$ cat src/rtl/imm_field_encoder_pkg.sv
// Shared definitions for the immediate field encoder and its sibling sign
// extender: select encodings, field widths, FSM state encoding and the
// signed-range helper used by the range checker.
package imm_field_encoder_pkg;

  localparam int DATA_W = 32;
  localparam int IMM_W  = 16;
  localparam int JMP_W  = 26;

  // Signed widths checked by the range checker: raw imm16, and a 16-bit
  // word offset which spans 18 bits of byte offset.
  localparam int RANGE_W_IMM    = IMM_W;
  localparam int RANGE_W_BRANCH = IMM_W + 2;

  localparam logic [1:0] SSE_IMM16   = 2'b00;
  localparam logic [1:0] SSE_BRANCH  = 2'b01;
  localparam logic [1:0] SSE_JUMP    = 2'b10;
  localparam logic [1:0] SSE_ILLEGAL = 2'b11;

  typedef enum logic [1:0] {
    ST_IDLE  = 2'b00,
    ST_CALC  = 2'b01,
    ST_CHECK = 2'b10,
    ST_HOLD  = 2'b11
  } state_t;

  // A value fits a signed field of 'width' bits when every bit from
  // width-1 up to the MSB equals the sign bit.
  function automatic logic fits_signed(input logic [DATA_W-1:0] v, input int width);
    logic ok;
    ok = 1'b1;
    for (int i = 0; i < DATA_W; i++) begin
      if ((i >= width - 1) && (v[i] != v[DATA_W-1])) begin
        ok = 1'b0;
      end
    end
    return ok;
  endfunction

endpackage

$ cat src/rtl/imm_field_encoder_range_check.sv
// imm_range_check: combinational signed-range test of a 32-bit difference.
// Ports:
//   diff  in  32  value to test
//   wide  in  1   0: 16-bit signed field, 1: 18-bit signed field
//   fits  out 1   diff is representable in the selected width
module imm_range_check
  import imm_field_encoder_pkg::*;
(
  input  logic [DATA_W-1:0] diff,
  input  logic              wide,
  output logic              fits
);

  logic fits_s;

  // Pick the checked width; the branch path needs two extra bits because
  // the field holds a word offset.
  always_comb begin
    fits_s = 1'b0;
    if (wide) begin
      fits_s = fits_signed(diff, RANGE_W_BRANCH);
    end else begin
      fits_s = fits_signed(diff, RANGE_W_IMM);
    end
  end

  assign fits = fits_s;

endmodule

$ cat src/rtl/imm_field_encoder.sv
// imm_field_encoder: converts a 32-bit value (or absolute branch/jump target)
// back into the packed immediate field the sign extender would expand.
// Four-state FSM IDLE -> CALC -> CHECK -> HOLD with valid/ready on both sides.
// Ports:
//   clk, rst_n             clock, asynchronous active-low reset
//   in_valid/in_ready      request handshake (ready only in IDLE)
//   sse                    00 imm16, 01 branch, 10 jump, 11 illegal
//   value, pc              operand / target and instruction address
//   out_valid/out_ready    result handshake (result held until accepted)
//   field                  encoded field, zero-padded above 16 bits for 00/01
//   err_range/align/sel    advisory error flags
module imm_field_encoder
  import imm_field_encoder_pkg::*;
(
  input  logic              clk,
  input  logic              rst_n,
  input  logic              in_valid,
  output logic              in_ready,
  input  logic [1:0]        sse,
  input  logic [DATA_W-1:0] value,
  input  logic [DATA_W-1:0] pc,
  output logic              out_valid,
  input  logic              out_ready,
  output logic [JMP_W-1:0]  field,
  output logic              err_range,
  output logic              err_align,
  output logic              err_sel
);

  state_t            state_r;
  logic [1:0]        sse_r;
  logic [DATA_W-1:0] value_r;
  logic [DATA_W-1:0] pc_r;
  logic [DATA_W-1:0] pc4_r;
  logic [DATA_W-1:0] diff_r;
  logic              in_ready_r;
  logic              out_valid_r;
  logic [JMP_W-1:0]  field_r;
  logic              err_range_r;
  logic              err_align_r;
  logic              err_sel_r;

  logic              fits_s;
  logic              wide_s;
  logic [JMP_W-1:0]  field_s;
  logic              err_range_s;
  logic              err_align_s;
  logic              err_sel_s;

  assign wide_s = (sse_r == SSE_BRANCH);

  imm_range_check u_range (
    .diff (diff_r),
    .wide (wide_s),
    .fits (fits_s)
  );

  // Next result as seen in CHECK; fields keep the truncated bits even when
  // an error flag is raised.
  always_comb begin
    field_s     = {JMP_W{1'b0}};
    err_range_s = 1'b0;
    err_align_s = 1'b0;
    err_sel_s   = 1'b0;
    case (sse_r)
      SSE_IMM16: begin
        err_range_s = ~fits_s;
        field_s     = {{(JMP_W-IMM_W){1'b0}}, diff_r[IMM_W-1:0]};
      end
      SSE_BRANCH: begin
        err_align_s = (diff_r[1:0] != 2'b00);
        err_range_s = ~fits_s;
        field_s     = {{(JMP_W-IMM_W){1'b0}}, diff_r[IMM_W+1:2]};
      end
      SSE_JUMP: begin
        // Jump keeps pc4's top nibble, so the target must share it.
        err_align_s = (value_r[1:0] != 2'b00);
        err_range_s = (value_r[31:28] != pc4_r[31:28]);
        field_s     = value_r[JMP_W+1:2];
      end
      default: begin
        err_sel_s = 1'b1;
      end
    endcase
  end

  // Control FSM with operand capture and registered handshake/result outputs.
  always_ff @(posedge clk or negedge rst_n) begin
    if (!rst_n) begin
      state_r     <= ST_IDLE;
      sse_r       <= 2'b00;
      value_r     <= {DATA_W{1'b0}};
      pc_r        <= {DATA_W{1'b0}};
      pc4_r       <= {DATA_W{1'b0}};
      diff_r      <= {DATA_W{1'b0}};
      in_ready_r  <= 1'b1;
      out_valid_r <= 1'b0;
      field_r     <= {JMP_W{1'b0}};
      err_range_r <= 1'b0;
      err_align_r <= 1'b0;
      err_sel_r   <= 1'b0;
    end else begin
      case (state_r)
        ST_IDLE: begin
          if (in_valid) begin
            sse_r      <= sse;
            value_r    <= value;
            pc_r       <= pc;
            in_ready_r <= 1'b0;
            state_r    <= ST_CALC;
          end
        end
        ST_CALC: begin
          pc4_r <= pc_r + 32'd4;
          if (sse_r == SSE_BRANCH) begin
            diff_r <= value_r - (pc_r + 32'd4);
          end else begin
            diff_r <= value_r;
          end
          state_r <= ST_CHECK;
        end
        ST_CHECK: begin
          field_r     <= field_s;
          err_range_r <= err_range_s;
          err_align_r <= err_align_s;
          err_sel_r   <= err_sel_s;
          out_valid_r <= 1'b1;
          state_r     <= ST_HOLD;
        end
        ST_HOLD: begin
          if (out_ready) begin
            out_valid_r <= 1'b0;
            in_ready_r  <= 1'b1;
            state_r     <= ST_IDLE;
          end
        end
        default: begin
          out_valid_r <= 1'b0;
          in_ready_r  <= 1'b1;
          state_r     <= ST_IDLE;
        end
      endcase
    end
  end

  assign in_ready  = in_ready_r;
  assign out_valid = out_valid_r;
  assign field     = field_r;
  assign err_range = err_range_r;
  assign err_align = err_align_r;
  assign err_sel   = err_sel_r;

endmodule

$ cat config.mk
export PLATFORM = sky130hd
export DESIGN_NAME = imm_field_encoder
export DESIGN_NICKNAME = d
export VERILOG_FILES = /design/src/rtl/imm_field_encoder_pkg.sv /design/src/rtl/imm_field_encoder_range_check.sv /design/src/rtl/imm_field_encoder.sv
export SDC_FILE = /design/constraint.sdc
export NUM_CORES = 1
export LEC_CHECK = 0
export CAP_MARGIN = 40
export CORE_MARGIN = 4
export CORE_UTILIZATION = 35
export CTS_BUF_LIST = sky130_fd_sc_hd__clkbuf_8
export CTS_CLUSTER_DIAMETER = 80
export CTS_CLUSTER_SIZE = 14
export DETAILED_ROUTE_END_ITERATION = 10
export GPL_ROUTABILITY_DRIVEN = 0
export PLACE_DENSITY = 0.54
export SLEW_MARGIN = 5
export SYNTH_ARGS = -nofsm -noshare
export SYNTH_HDL_FRONTEND = slang
export SYNTH_SLANG_ARGS = --single-unit
$ cat constraint.sdc
create_clock -name clk -period 8.4 [get_ports clk]
set_input_delay 1.68 -clock clk [delete_from_list [all_inputs] [get_ports clk]]
set_output_delay 1.68 -clock clk [all_outputs]
set_load 0.01 [all_outputs]
==> results.toml <==
[run_status]
outcome = "complete, no violations"

[detailed_routing]
wl_per_cell_um = 17.26
dr.pass1.iters = 8
via_per_inst = 5.332
drt_iter0_drc = 545
drt_wl_total_um = 20600
drc = 0
postRouteAntennaNets = 0
via_count = 6361

[finish]
fin_util_pct = 43.09
fillers = 2187
nets = 1008
diodes = 0
area_delta_synth_final_pct = 20.84
drive_gt1_share_pct = 13.44

[timing]
drv_slew = 0
fmax_ghz = 0.2653
final_hold_viol_count = 0
skew_ns = 0.01213
setup_viol = 0
timing.final.ws_setup_ns = 4.631
rsz0062_at_grt = "no"
whs_ns = 0.5195
tightest_slew_ns = 0.7649
relSlewSlack_pct = 49.01
period_needed_ns = 3.769
setup_tns_ns = 0
post-route-period-util_pct = 44.87

[cts]
post_cts_resized = 0
clkLatencyLatePin_ns = 0.45
cts_tree = "built"
clk_pin_slew_ns = 0.09
htreeDepth = 4
cts_hold_buf = 0
clkSinkCount = 135
post_cts_buffers = 0
root_buffer = "clkbuf_8"
cts_buffers = 17
clockBufferDepth = 2

[global_route]
grt_max_degree = 83
grt_overflow = 0
grt_pass1_wl_um = 33650
antenna_found_initial = 0
grt_pass1_vias = 6241
grtUsageTotal_pct = 16.22

[worst_setup_path]
crit_required_ns = 8.74
arrival_ns = 4.11
end_kind = "flip-flop"
crit_path_max_fanout = 7
path_class = "reg2reg"
cp-start-kind = "flip-flop"

[synthesis]
avgSynthCellArea_um2 = 9.931
yosysSeqAreaShare_pct = 41.86
syn_nets = 926
yosysWarnings = 0
ys_types = 57
synthesis.area_um2 = 8074
netlist.area_leader.share_pct = 41.53
synth.largest_area_cell = "dfrtp_1"
synth_edf_count = 0
yosys-top-cells-area = "dfrtp_1, mux2_2, ha_1"
synthMostInstantiatedCell = "dfrtp_1"
postSynthCellCount = 813
synth_top_cells_by_count = "dfrtp_1, mux2_2, a21oi_1, inv_1, nor2_1"
synthFlopType = "dfrtp_1"
ys_seq_elements = 135
ys_async_sr_fraction_pct = 100.0

[floorplanning]
core_um2 = 22640
die_y_um = 159.9
num_rows = 55
die_w_um = 159.9
pin_count = 101
die_area_um2 = 25560
start_util_pct = 35.66

[place]
dp_hpwl_um = 15180
numPortBuffers = 100
post-place-ws_ns = 4.694

[power]
p_per_area_nw_per_um2 = 463.4
leakage_uw = 0.004067
ir_worst_vdd_v = 0.0001491

[min_path]
worstHoldPathType = "reg2reg"

[flow_run]
max-cap-violations = 0
[worst paths after layout]
path                            from  slack [ns]         end  depth (start not counted)
min                        field[21]        0.52   field[21]                          2
min in group asynchronous      rst_n        1.22     pc_r[3]                          1
max in group asynchronous      rst_n        6.14   diff_r[8]                          3
max reg2reg                  pc_r[4]        4.63  diff_r[25]                         14
max                          pc_r[4]        4.63  diff_r[25]                         14
min reg2reg                field[21]        0.52   field[21]                          2
[cell type report]
type,count,area (um^2),area share [%]
flip-flops and latches,135,3379,34.64
well taps,285,356.6,3.655
multi-input cells,586,4352,44.60
inverters,47,176.4,1.808
clock inverters,15,156.4,1.603
repair buffers,108,1102,11.30
clock buffers,17,234.0,2.398
[worst max-delay path, stage by stage, from the launching register on]
cell and delay [ns]:
dfrtp_1 0.43, and4_1 0.26, and4_1 0.32, and3_1 0.22, nand3_1 0.10, xor2_1 0.25
ha_1 0.36, o21ai_0 0.24, o21bai_1 0.12, a221oi_1 0.44, or2_2 0.23, a31oi_1 0.10
o2111ai_1 0.19, o31ai_1 0.12, a311o_1 0.28
[metrics by stage]
stage | cells | cell area [um^2] | total power [uW]
2_1_floorplan | 813 | 8074 | 3221
4_1_cts | 1193 | 9757 | 4535
6_report | 1193 | 9757 | 4521
3_5_place_dp | 1161 | 9366 | 3970
5_1_grt | 1193 | 9757 | 4939
3_3_place_gp | 1159 | 9311 | 3953
[placed cells by master (no fill, tap or decap), types with 29 or more instances in the layout]
cell             netlist  final
inv_1                 46     48
xor2_1                29     29
nor2_1                45     45
mux2_2                72     72
a21oi_1               58     58
clkdlybuf4s50_1        0     99
o21ai_0               35     35
dfrtp_1              134    134
ha_1                  42     40
nand3_1               36     36
[cells by family (layout without fill, tap and decap cells)]
group	Yosys count	count (layout)	share of synthesized area, %
fa+ha+maj	43	43	6.757
compound gates	201	201	16.16
mux	91	91	12.40
flops	135	135	41.86
buf+inv	92	187	4.339
simple gates	199	199	12.85
xor+xnor	52	52	5.641
[per-layer routing]
layer / track usage (%) / share of wire (%) / vias up
li1: - / - / 3133
met1: 25.16 / 52 / 3059
met2: 22.91 / 42 / 156
met3: 3.613 / 5.2 / 13
met4: 3.794 / 0.91 / 0
met5: 0 / 0 / -
[power breakdown]
group / internal, uW / switching [uW] / leakage (uW)
Sequential: 974 / 352 / 0.00162
Combinational: 1220 / 1430 / 0.00226
Clock: 265 / 283 / 0.000189
Total: 2460 / 2060 / 0.00407
[flip-flops by register name, indices dropped and copies added (netlist names)]
register   count
value_r       32
sse_r          2
in_ready       1
pc_r          32
err_range      1
err_align      1
state_r        2
err_sel        1
out_valid      1
pc4_r          4
diff_r        32
field         26
Power figures use the tool's default switching activity.
==> patch 1, RTL diff (config.mk and constraints unchanged) <==
Register the output `err_sel` once more, cleared by the reset; this adds one clock of latency there. The other outputs are not delayed to match.
--- a/src/rtl/imm_field_encoder.sv
+++ b/src/rtl/imm_field_encoder.sv
@@ -148,7 +148,13 @@
   assign field     = field_r;
   assign err_range = err_range_r;
   assign err_align = err_align_r;
-  assign err_sel   = err_sel_r;
+  always_ff @(posedge clk or negedge rst_n) begin
+    if (!rst_n) begin
+      err_sel <= '0;
+    end else begin
+      err_sel <= err_sel_r;
+    end
+  end
 
 endmodule
 
Function: changed (a bounded check fails within 4 cycles, from zero or initial values and one cycle with rst_n low).
==> patch 1 against the unedited design <==
  * Count of clock-buffer cells in the layout up 1
  * Routed wire length down 1.9%
  * Largest cell class unchanged
  * Die area down 1.3%
  * Area after synthesis down 1.4%
  * Setup slack worse by 0.56 ns
  * Clock skew about the same
  * Sequential cell count up 1
  * Worst hold slack worse by 0.14 ns
  * Critical path type unchanged
  * Global-route usage down 0.17 points
  * Total power up 1.4%
  * Cell area down 0.77%
  * Largest power group unchanged
==> patch 1: results (changes against the unedited design) <==
status = finished clean
hold depth = 0 (-2)
Worst Clk Skew = 0.0125 ns (+0.000387 ns)
Cell Area, Placed = 0.00930 mm2 (-0.73%)
Cells after DPL = 1,135 (-2.2%)
worst r2r src = pc_r[2]
Pleak = 4.08 nW (+0.20%)
Switch Pwr = 2.05 mW (-0.62%)
VDD IR max = 169 uV (+13%)
Worst Slack Setup Final = 4.07 ns (-0.560 ns)
GR Util All Layers = 16.0% (-0.17 points)
Iter 0 DRT Violations = 479 (-12%)
hold_sp = err_sel_r
DR WL met2 = 9660 um (+12%)
post-detail-place hpwl = 14,800 um (-2.8%)
metal3 WL = 995 um (-7.4%)
Clock power frac = 11.6% (-0.5 points)
top cells by count, synth = dfrtp_1 (135), mux2_2 (73), a21oi_1 (64), nor2_1 (64), inv_1 (48)
Post-Layout Cell Count = 1,167 (-2.2%)
Hold Slack = 0.378 ns (-0.142 ns)
layout cells sized above 1 = 14.5% (+1.1 points)
Layout Nets = 986 (-2.2%)
1st-pass router iterations = 7 (-1)
global-route wire length before repair = 32,800 um (-2.6%)
Worst Path Arrival = 4.63 ns (+0.52 ns)
Hold Path Sink = err_sel
Syn Area/Cell = 10.2 um2 (+2.4%)
vias after detailed routing = 6,138 (-3.5%)
post-synthesis sequential area ratio = 42.7% (+0.89 points)
FF-to-FF End = diff_r[29]
met1 Use GR = 21.3% (-3.8 points)
sequential share of power = 29.1% (-0.2 points)
Int Pwr = 2.53 mW (+3.1%)
vias in the first global route = 6,269 (+0.45%)
met2 Resource Use GR = 26.4% (+3.5 points)
synth top area cells = dfrtp_1 (42%), mux2_2 (10%), ha_1 (6.4%)
Worst-Margin Slew = 0.758 ns (-0.00646 ns)
pre-CTS setup slack = 4.10 ns (-0.591 ns)
largest net degree at the start of global routing = 75 (-9.6%)
DR WL/cell = 17.3 um (+0.33%)
patch 1: cell types whose count changed in the layout (fill, tap and decap cells not counted), sizes merged, moves of 8 or more:
cell	delta
nand3	-19
nor2	+19
nand2	+16
o21ai	-14
nor2b	-13
xnor2	+12
a31oi	-9
and3	-8
mux2i	+8
patch 1: cells by family after synthesis:
family	synth area share [%]
buf+inv	4.34
simple gates	11.0
mux	13.7
xor+xnor	6.60
fa+ha+maj	6.69
flops	42.7
compound gates	14.9
patch 1: final cells by class:
cell class / instances / area, um2
fillers: 2138 / 12400
multi-input cells: 560 / 4220
flip-flops and latches: 136 / 3400
clock buffers: 18 / 248
well taps: 280 / 350
repair buffers: 110 / 1140
inverters: 49 / 184
clock inverters: 14 / 136
==> patch 2, RTL diff (same settings) <==
Made on the original files. The package constant `DATA_W` goes from 32 to 48.
--- a/src/rtl/imm_field_encoder_pkg.sv
+++ b/src/rtl/imm_field_encoder_pkg.sv
@@ -3,7 +3,7 @@
 // signed-range helper used by the range checker.
 package imm_field_encoder_pkg;
 
-  localparam int DATA_W = 32;
+  localparam int DATA_W = 48;
   localparam int IMM_W  = 16;
   localparam int JMP_W  = 26;
 
Interface: changed (resized pc and value); port bits go from 101 to 133. The function was not compared with the original's and may differ.
==> patch 2 against the unedited design <==
  * Clock power up 29%
  * Routed wire length up 42%
  * Clock skew up 0.015 ns
  * Total power up 40%
  * First-iteration DRC count up 16%
  * Maximum frequency down 21%
  * Worst hold slack better by 0.0032 ns
  * Critical endpoint is now diff_r[47]
  * Via count up 38%
  * Setup slack worse by 1.0 ns
  * Area after synthesis up 38%
  * Largest power group unchanged
  * Sequential cell count up 48
  * Cell area up 37%
  * Synthesized cell count up 39%
==> patch 2: results (changes against the unedited design) <==
status = finished clean
FF-to-FF End = diff_r[47]
Slew HR = 40.4% (-8.6 points)
Worst Path Arrival = 5.22 ns (+1.11 ns)
largest net degree at the start of global routing = 65 (-22%)
vias per inst = 5.32 (-0.27%)
post-synthesis sequential area ratio = 41.1% (-0.76 points)
layout cells sized above 1 = 13.2% (-0.26 points)
top cells by count, synth = dfrtp_1 (182), mux2_2 (106), a21oi_1 (89), nor2_1 (89)
Port Buf Inserts = 132 (+32%)
synth top area cells = dfrtp_1 (41%), mux2_2 (11%), ha_1 (6.5%)
Hold Path Sink = field[20]
worst skew pair latency = 0.50 ns (+0.05 ns)
H-tree depth = 4 (unchanged)
total number of yosys warnings = 0 (unchanged)
CTS clk-pin slew, worst paths = 0.11 ns (+0.02 ns)
Pleak = 5.54 nW (+36%)
GR Util All Layers = 17.0% (+0.78 points)
CP peak stage delay = 0.42 ns (-0.02 ns)
Num CTS Buffers = 17 (unchanged)
vias in the first global route = 9,064 (+45%)
clock buffer depth = 2 (unchanged)
clk root buf = clkbuf_8
post-detail-place hpwl = 21,700 um (+43%)
VDD IR max = 145 uV (-2.5%)
Worst Clk Skew = 0.0275 ns (+0.0154 ns)
slowest CP cell = dfrtp_1
Top Registers = diff_r: 48 flops, pc_r: 48 flops, value_r: 48 flops
count of cell types in the netlist = 71 (+25%)
worst hold-check path type = reg2reg
Layout Nets = 1,395 (+38%)
Mapped Nets = 1,289 (+39%)
Iter 0 DRT Violations = 634 (+16%)
hold_sp = field[20]
global-route wire length before repair = 48,500 um (+44%)
reg2reg setup slack = 3.62 ns (-1.02 ns)
crit path max fanout = 8 (+1)
DR WL/cell = 17.8 um (+2.9%)
1st-pass router iterations = 7 (-1)
antenna viol nets, final = 0 (unchanged)
initial antenna violation count = 0 (unchanged)
worst r2r src = pc_r[2]
R2R depth = 19 (+5)
patch 2: cell types whose count changed in the layout (fill, tap and decap cells not counted), moves of 10 or more:
cell / change
mux2i_1: +14
xnor2_1: +21
o21a_1: +10
ha_1: +16
nor2_1: +44
clkdlybuf4s50_1: +32
mux2_2: +34
a21oi_1: +31
inv_1: +14
dfrtp_1: +48
nand2_1: +36
patch 2: power by group:
group | total [mW] | switching, mW | internal, mW
clock network | 0.706 | 0.346 | 0.360
logic | 3.81 | 2.06 | 1.76
registers | 1.80 | 0.474 | 1.33
patch 2: worst max-delay path, delay by kind of cell, from the launching register on:
family                     cells  cell delay [ns]
AOI/OAI and AO/OA              8             1.78
DFF                            1             0.42
xor gates and xnor gates       1             0.14
muxes                          1             0.34
and+or+nand+nor                7             1.47
adders and majority gates      2             0.54
patch 2: cell families (layout without fill, tap and decap cells):
kind of cell / Yosys count / count (layout) / synth area share (%)
XOR/XNOR: 81 / 81 / 6.36
multiplexers: 140 / 140 / 13.8
AND/OR/NAND/NOR: 286 / 286 / 12.4
flip-flops: 183 / 183 / 41.1
buffers and inverters: 116 / 233 / 3.94
adder cells (fa/ha/maj): 59 / 59 / 6.69
AO/OA/AOI/OAI: 263 / 263 / 15.7
patch 2: layer usage:
metal / part of all wire (%) / wire (um) / up-vias / track usage, %
met1: 48 / 14200 / 4222 / 23.7
met5: 0 / 0 / - / 0
met3: 4.7 / 1380 / 34 / 3.33
li1: - / - / 4298 / -
met4: 1.7 / 507 / 0 / 4.29
met2: 45 / 13200 / 204 / 27.4
patch 2: layout make-up:
cell class              instances  area, um2
multi-input cells             829       6150
fillers                      3065      18100
clock inverters                12        199
clock buffers                  18        248
well taps                     402        503
inverters                      62        233
repair buffers                141       1430
flip-flops and latches        183       4580
patch 2: how the worst max path moves through the flow:
stage            start         end  slack, ns  depth (start not counted)
3_5_place_dp   pc_r[2]  diff_r[47]       3.62                         19
2_1_floorplan  pc_r[2]  diff_r[47]       4.28                         20
6_report       pc_r[2]  diff_r[47]       3.62                         19
4_1_cts        pc_r[2]  diff_r[47]       3.56                         20
3_3_place_gp   pc_r[2]  diff_r[47]       3.69                         19
5_1_grt        pc_r[2]  diff_r[47]       3.14                         20
patch 2: stage by stage:
step / power [mW] / std cells / hold slack, ns / cell area [um2]
5_1_grt: 6.89 / 1647 / 0.547 / 13300
4_1_cts: 6.35 / 1647 / 0.531 / 13300
3_3_place_gp: 5.57 / 1615 / 0.495 / 12800
6_report: 6.32 / 1647 / 0.523 / 13300
3_5_place_dp: 5.62 / 1617 / 0.504 / 12900
2_1_floorplan: 4.57 / 1128 / 0.484 / 11100
